### src/rtl/dm_stage.sv
// Data-memory / writeback stage: sub-word loads and stores with sign/zero extension,
// misalignment faulting, configurable access latency and the final writeback select.
module dm_stage #(
  parameter int DEPTH  = 64,
  parameter int ADDR_W = 6,
  parameter int WAIT   = 0
) (
  input  logic        CLK,
  input  logic        RST,
  input  logic        Valid,
  input  logic [31:0] Ins,
  input  logic [31:0] Result,
  input  logic [31:0] Rdata2,
  input  logic [31:0] nextPC,
  output logic        Ready,
  output logic        Done,
  output logic [31:0] Wdata,
  output logic        Fault
);

  localparam logic [5:0] OP_LB  = 6'h20;
  localparam logic [5:0] OP_LH  = 6'h21;
  localparam logic [5:0] OP_LW  = 6'h23;
  localparam logic [5:0] OP_LBU = 6'h24;
  localparam logic [5:0] OP_LHU = 6'h25;
  localparam logic [5:0] OP_SB  = 6'h28;
  localparam logic [5:0] OP_SH  = 6'h29;
  localparam logic [5:0] OP_SW  = 6'h2B;
  localparam logic [5:0] OP_JAL = 6'h03;

  typedef enum logic [1:0] {S_IDLE, S_BUSY, S_RESP} state_t;

  state_t            state, state_nxt;
  logic [3:0]        cnt, cnt_nxt;

  logic [5:0]        op_p0;
  logic [31:0]       res_p0;
  logic [31:0]       st_p0;
  logic [31:0]       npc_p0;
  logic [31:0]       mem [DEPTH];

  logic [5:0]        cur_op;
  logic [31:0]       cur_res;
  logic [31:0]       cur_st;
  logic [31:0]       cur_npc;
  logic [ADDR_W-1:0] widx;
  logic [1:0]        lane;
  logic [31:0]       rd_word;
  logic [31:0]       wb_val;
  logic              cur_load, cur_store, cur_mis;
  logic              accept, enter_resp;
  logic              unused_ins;

  function automatic logic is_load(input logic [5:0] op);
    return (op == OP_LB) || (op == OP_LH) || (op == OP_LW) ||
           (op == OP_LBU) || (op == OP_LHU);
  endfunction

  function automatic logic is_store(input logic [5:0] op);
    return (op == OP_SB) || (op == OP_SH) || (op == OP_SW);
  endfunction

  function automatic logic misaligned(input logic [5:0] op, input logic [1:0] ln);
    logic half, word;
    half = (op == OP_LH) || (op == OP_LHU) || (op == OP_SH);
    word = (op == OP_LW) || (op == OP_SW);
    return (half && ln[0]) || (word && (ln != 2'b00));
  endfunction

  function automatic logic [31:0] ld_extract(input logic [5:0] op, input logic [31:0] w,
                                             input logic [1:0] ln);
    logic signed [7:0]  b;
    logic signed [15:0] h;
    logic [31:0]        r;
    b = w[{ln, 3'b000} +: 8];
    h = ln[1] ? w[31:16] : w[15:0];
    case (op)
      OP_LB:   r = 32'(b);
      OP_LH:   r = 32'(h);
      OP_LBU:  r = {24'd0, b};
      OP_LHU:  r = {16'd0, h};
      default: r = w;
    endcase
    return r;
  endfunction

  function automatic logic [31:0] st_merge(input logic [5:0] op, input logic [31:0] old,
                                           input logic [31:0] d, input logic [1:0] ln);
    logic [31:0] r;
    r = old;
    case (op)
      OP_SB: r[{ln, 3'b000} +: 8] = d[7:0];
      OP_SH: if (ln[1]) r[31:16] = d[15:0]; else r[15:0] = d[15:0];
      default: r = d;
    endcase
    return r;
  endfunction

  // In IDLE the live inputs describe the op; once accepted the captured copy does.
  always_comb begin
    if (state == S_IDLE) begin
      cur_op  = Ins[31:26];
      cur_res = Result;
      cur_st  = Rdata2;
      cur_npc = nextPC;
    end else begin
      cur_op  = op_p0;
      cur_res = res_p0;
      cur_st  = st_p0;
      cur_npc = npc_p0;
    end
  end

  assign widx       = cur_res[ADDR_W+1:2];
  assign lane       = cur_res[1:0];
  assign rd_word    = mem[widx];
  assign cur_load   = is_load(cur_op);
  assign cur_store  = is_store(cur_op);
  assign cur_mis    = misaligned(cur_op, lane);
  assign accept     = (state == S_IDLE) && Valid;
  assign enter_resp = (state_nxt == S_RESP);
  assign Ready      = (state == S_IDLE);
  assign Done       = (state == S_RESP);
  assign unused_ins = ^Ins[25:0];

  always_comb begin
    wb_val = cur_res;
    if (cur_mis || cur_store)  wb_val = '0;
    else if (cur_load)         wb_val = ld_extract(cur_op, rd_word, lane);
    else if (cur_op == OP_JAL) wb_val = cur_npc;
  end

  always_comb begin
    state_nxt = state;
    cnt_nxt   = cnt;
    case (state)
      S_IDLE: begin
        if (Valid) begin
          if ((is_load(Ins[31:26]) || is_store(Ins[31:26])) && (WAIT > 0)) begin
            state_nxt = S_BUSY;
            cnt_nxt   = 4'(WAIT - 1);
          end else begin
            state_nxt = S_RESP;
          end
        end
      end
      S_BUSY: begin
        if (cnt == 4'd0) state_nxt = S_RESP;
        else             cnt_nxt   = cnt - 4'd1;
      end
      S_RESP:  state_nxt = S_IDLE;
      default: state_nxt = S_IDLE;
    endcase
  end

  // Stage p0: operand capture at the accept edge
  always_ff @(posedge CLK) begin
    if (accept) begin
      op_p0  <= Ins[31:26];
      res_p0 <= Result;
      st_p0  <= Rdata2;
      npc_p0 <= nextPC;
    end
  end

  // Response: memory update and writeback sample happen on the edge entering RESP
  always_ff @(posedge CLK) begin
    if (RST) begin
      state <= S_IDLE;
      cnt   <= '0;
      Wdata <= '0;
      Fault <= 1'b0;
    end else begin
      state <= state_nxt;
      cnt   <= cnt_nxt;
      if (enter_resp) begin
        Wdata <= wb_val;
        Fault <= cur_mis;
      end else if (state == S_RESP) begin
        Fault <= 1'b0;
      end
    end
  end

  always_ff @(posedge CLK) begin
    if (RST) begin
      for (int i = 0; i < DEPTH; i++) mem[i] <= '0;
    end else if (enter_resp && cur_store && !cur_mis) begin
      mem[widx] <= st_merge(cur_op, rd_word, cur_st, lane);
    end
  end

endmodule

### config.mk
export PLATFORM = sky130hd
export DESIGN_NAME = dm_stage
export DESIGN_NICKNAME = d
export VERILOG_FILES = /design/src/rtl/dm_stage.sv
export SDC_FILE = /design/constraint.sdc
export NUM_CORES = 2
export LEC_CHECK = 0
export ABC_AREA = 0
export BUFFER_PORTS_ARGS = -buffer_cell sky130_fd_sc_hd__buf_2
export CAP_MARGIN = 10
export CORE_MARGIN = 2
export CORE_UTILIZATION = 50
export DETAILED_ROUTE_END_ITERATION = 16
export GPL_TIMING_DRIVEN = 1
export PLACE_DENSITY = 0.67
export SETUP_SLACK_MARGIN = 0.05
export SLEW_MARGIN = 10
export SYNTH_ARGS = -nofsm -noshare
export SYNTH_HDL_FRONTEND = slang
export SYNTH_SLANG_ARGS = --single-unit
### constraint.sdc
create_clock -name CLK -period 14.91 [get_ports CLK]
set_clock_uncertainty 0.05 [all_clocks]
set_input_delay 2.982 -clock CLK [delete_from_list [all_inputs] [get_ports CLK]]
set_output_delay 2.982 -clock CLK [all_outputs]
set_load 0.05 [all_outputs]
==> results by group <==
Setup path
  • Worst r2r dst: mem[60][30]
  • Worst reg2reg startpoint: state[0]
  • Nature of the critical path startpoint: input pin
  • Setup slack, reg-to-reg: 7380 ps
  • Crit end category: flip-flop
  • Kind of critical path: in -> reg
  • Worst r2r path cells: 15
  • Crit path DAT: 9550 ps
  • CP required: 15570 ps
  • Worst Path Max Fanout: 64

Power and ir drop
  • Reg power frac: 50.2%
  • Internal power: 10.3 mW
  • Static leakage: 35.9 nW
  • Clock power frac: 38.1%
  • Pwr/cell area: 135 nW/µm²
  • Max VDD drop: 0.000117 V
  • Switching part of the total: 26.9%
  • Gate power share: 11.7%
  • Psw: 3.77 mW

STA
  • Final Setup Violations: 0
  • Hold Violations, Final: 0
  • Slew Limit Fails: 0
  • Period utilization: 59.7%
  • Worst Tran Pin Value: 1480 ps
  • Fmax: 0.112 GHz
  • Max_slew headroom: 0.395%
  • Tmin final: 8900 ps
  • Slack of the critical path: 6010 ps
  • Setup TNS after final layout: 0 ps
  • Unrepaired setup endpoints after global routing: false

Final layout
  • Layout area overhead: 9.82%
  • Share of cells above drive strength 1: 11.6%
  • Seq. cell area: 65300 µm²
  • Final #Nets: 7991
  • Multi-input logic area: 26300 µm²
  • Fillers: 15600

Route
  • DRT iter0 DRCs: 12000
  • Number of routed nets with antenna violations: 0
  • Drt wl/cell: 34.1 µm
  • DR DRC count: 0
  • DR pass1 iterations: 8
  • Routed vias/inst: 6.79
  • Wirelength, routed: 359000 µm
  • Via count: 71600

Yosys
  • Top cell type by total area after synthesis: edfxtp_1
  • Post-Syn Area: 95000 µm²
  • Ys flop type: edfxtp_1
  • Post-Syn Area per Cell: 11.8 µm²
  • Largest cells by area after synthesis: edfxtp_1, nor2_1, o22ai_1
  • Unique masters post-synth: 97
  • Post-synth EDFFs: 2150
  • Most frequent cells after synthesis: nor2_1, edfxtp_1, nand2_1, o22ai_1, buf_2
  • Net Count, Synth: 8156
  • Top-count cell post-synth: nor2_1
  • Post-synth top area share: 68.0%
  • #FFs+latches synth: 2189
  • Async SR Flop Fraction: 0%
  • Post-Syn Instances: 8019
  • Ys Warns: 0
  • Register area share after synthesis: 68.8%

Worst hold path
  • Min-delay src: Wdata[25]
  • Hold EP: Wdata[25]
  • Hold Path Class: reg -> reg
  • Hold Path Cell Cnt: 2

CTS
  • CTS sink cnt: 2189
  • Clk slew on worst S/H paths: 60 ps
  • Post-CTS setup repair buffer count: 0
  • Worst-Skew Late Latency: 900 ps
  • Post-CTS resize count: 0
  • Root buffer cell: clkbuf_16
  • Buffer depth of the longest clock path: 3
  • CTS tree: done
  • CTS Hold Bufs: 0
  • H-tree level count: 4
  • CTS Buf Count: 212

Floorplan
  • Die X: 440 µm
  • Num ports: 166
  • Die area: 193000 µm²
  • Chip height: 440 µm
  • Core area: 188000 µm²
  • Initial core utilization: 50.5%
  • Row count: 159

Status
  • Status: complete, but fails checks
  • Failing checks: max-capacitance violations

Global routing
  • Initial antenna violation count: 21
  • First-pass GRT wire length: 500000 µm
  • Vias in the first global route: 66700
  • Aggregate global-route resource usage: 36.4%
  • GRT overflow: 0
  • Largest net degree at the start of global routing: 86

Placement
  • Port bufs: 139
  • DP Worst Slack: 5850 ps
  • Dpl hpwl: 205000 µm
  • Final Wtd Congestion: 1.03

Flow run
  • MaxCap Viol Count: 1
-- worst max-delay path, cell delays in order --
cell      delay, ps
buf_2           380
nor3_1          170
a22oi_2         170
buf_4           450
buf_4           580
buf_4           820
o22ai_1         230
nor2_1          160
a31oi_1         420
nor4_1         1080
nand3_1         650
o22ai_1         460
a211oi_4        100
buf_4           450
nor2_1          230
-- area by class of cell --
cell class                      instances  share of cell area (%)
Sequential cell                      2189                    62.7
Multi-Input combinational cell       5053                    25.2
Clock buffer                          273                    5.34
Antenna cell                           12                  0.0288
Clock inverter                        122                    1.15
Inverter                               11                  0.0420
Timing Repair Buffer                  387                    2.58
Tap cell                             2495                    2.99
-- placed cells by master (no fill, tap or decap), types with 31 or more instances in the layout --
cell	count
a21oi_1	202
a31oi_1	101
a32oi_1	76
buf_2	139
buf_4	236
clkbuf_1	59
clkbuf_16	213
clkinv_1	52
clkinv_2	31
dfxtp_1	39
edfxtp_1	2150
mux2i_1	79
nand2_1	681
nand2b_2	64
nand3_1	125
nand4_1	32
nor2_1	2173
nor2_2	71
nor3_1	58
o211ai_1	39
o21ai_0	244
o221ai_1	84
o22a_1	31
o22ai_1	611
-- stage by stage --
step / hold WS [ps] / total power, mW / area [µm²] / utilization, % / instances
2_1_floorplan: 430 / 8.00 / 95000 / - / 8019
3_3_place_gp: 379 / 8.70 / 97500 / 51.8 / 10100
3_5_place_dp: 388 / 8.72 / 97500 / 51.8 / 10100
4_1_cts: 396 / 13.9 / 104000 / 55.4 / 10500
5_1_grt: 418 / 14.3 / 104000 / 55.4 / 10500
6_report: 396 / 14.0 / 104000 / 55.4 / 10500
-- cell families (layout without fill, tap and decap cells) --
logic type / count (synthesis) / after routing / share of synthesized area [%]
xor+xnor: 3 / 3 / 0.0277
compound gates: 1605 / 1605 / 11.1
fa+ha+maj: 6 / 6 / 0.0791
other cells: 0 / 12 / 0
buf+inv: 777 / 793 / 4.18
flops: 2189 / 2189 / 68.8
mux: 116 / 116 / 1.56
simple gates: 3323 / 3323 / 14.2
-- sequential cells by signal, indices dropped and copies added (netlist names) --
register and cells:
npc_p0 32, state 2, Fault 1, cnt 4, Wdata 32, res_p0 32
mem 2048, st_p0 32, op_p0 6
-- power groups by stage --
stage	logic, mW	registers [mW]	clock network [mW]
after detailed placement	1.55	7.17	0
after floorplan	0.821	7.18	0
after global routing	1.65	7.06	5.57
after global placement	1.54	7.16	0
after CTS	1.56	7.04	5.34
final	1.65	7.04	5.35
-- worst max path at each step --
stage,from,end,cells past startpoint
after detailed placement,Result[4],mem[56][9],14
after CTS,Result[4],mem[56][9],14
after global routing,Result[4],mem[56][30],15
after global placement,Result[4],mem[61][9],14
after floorplan,Result[1],mem[0][0],12
final,Result[4],mem[60][30],15
-- routing by layer --
| metal | GRT usage [%] | routed length, µm | vias to the layer above |
|---|---|---|---|
| met5 | 0 | 138 | - |
| li1 | - | - | 29000 |
| met1 | 46.5 | 121000 | 35300 |
| met4 | 25.5 | 29900 | 18 |
| met3 | 12.4 | 57100 | 1246 |
| met2 | 52.2 | 151000 | 6079 |
No activity file was read; power rests on OpenSTA's default activity.
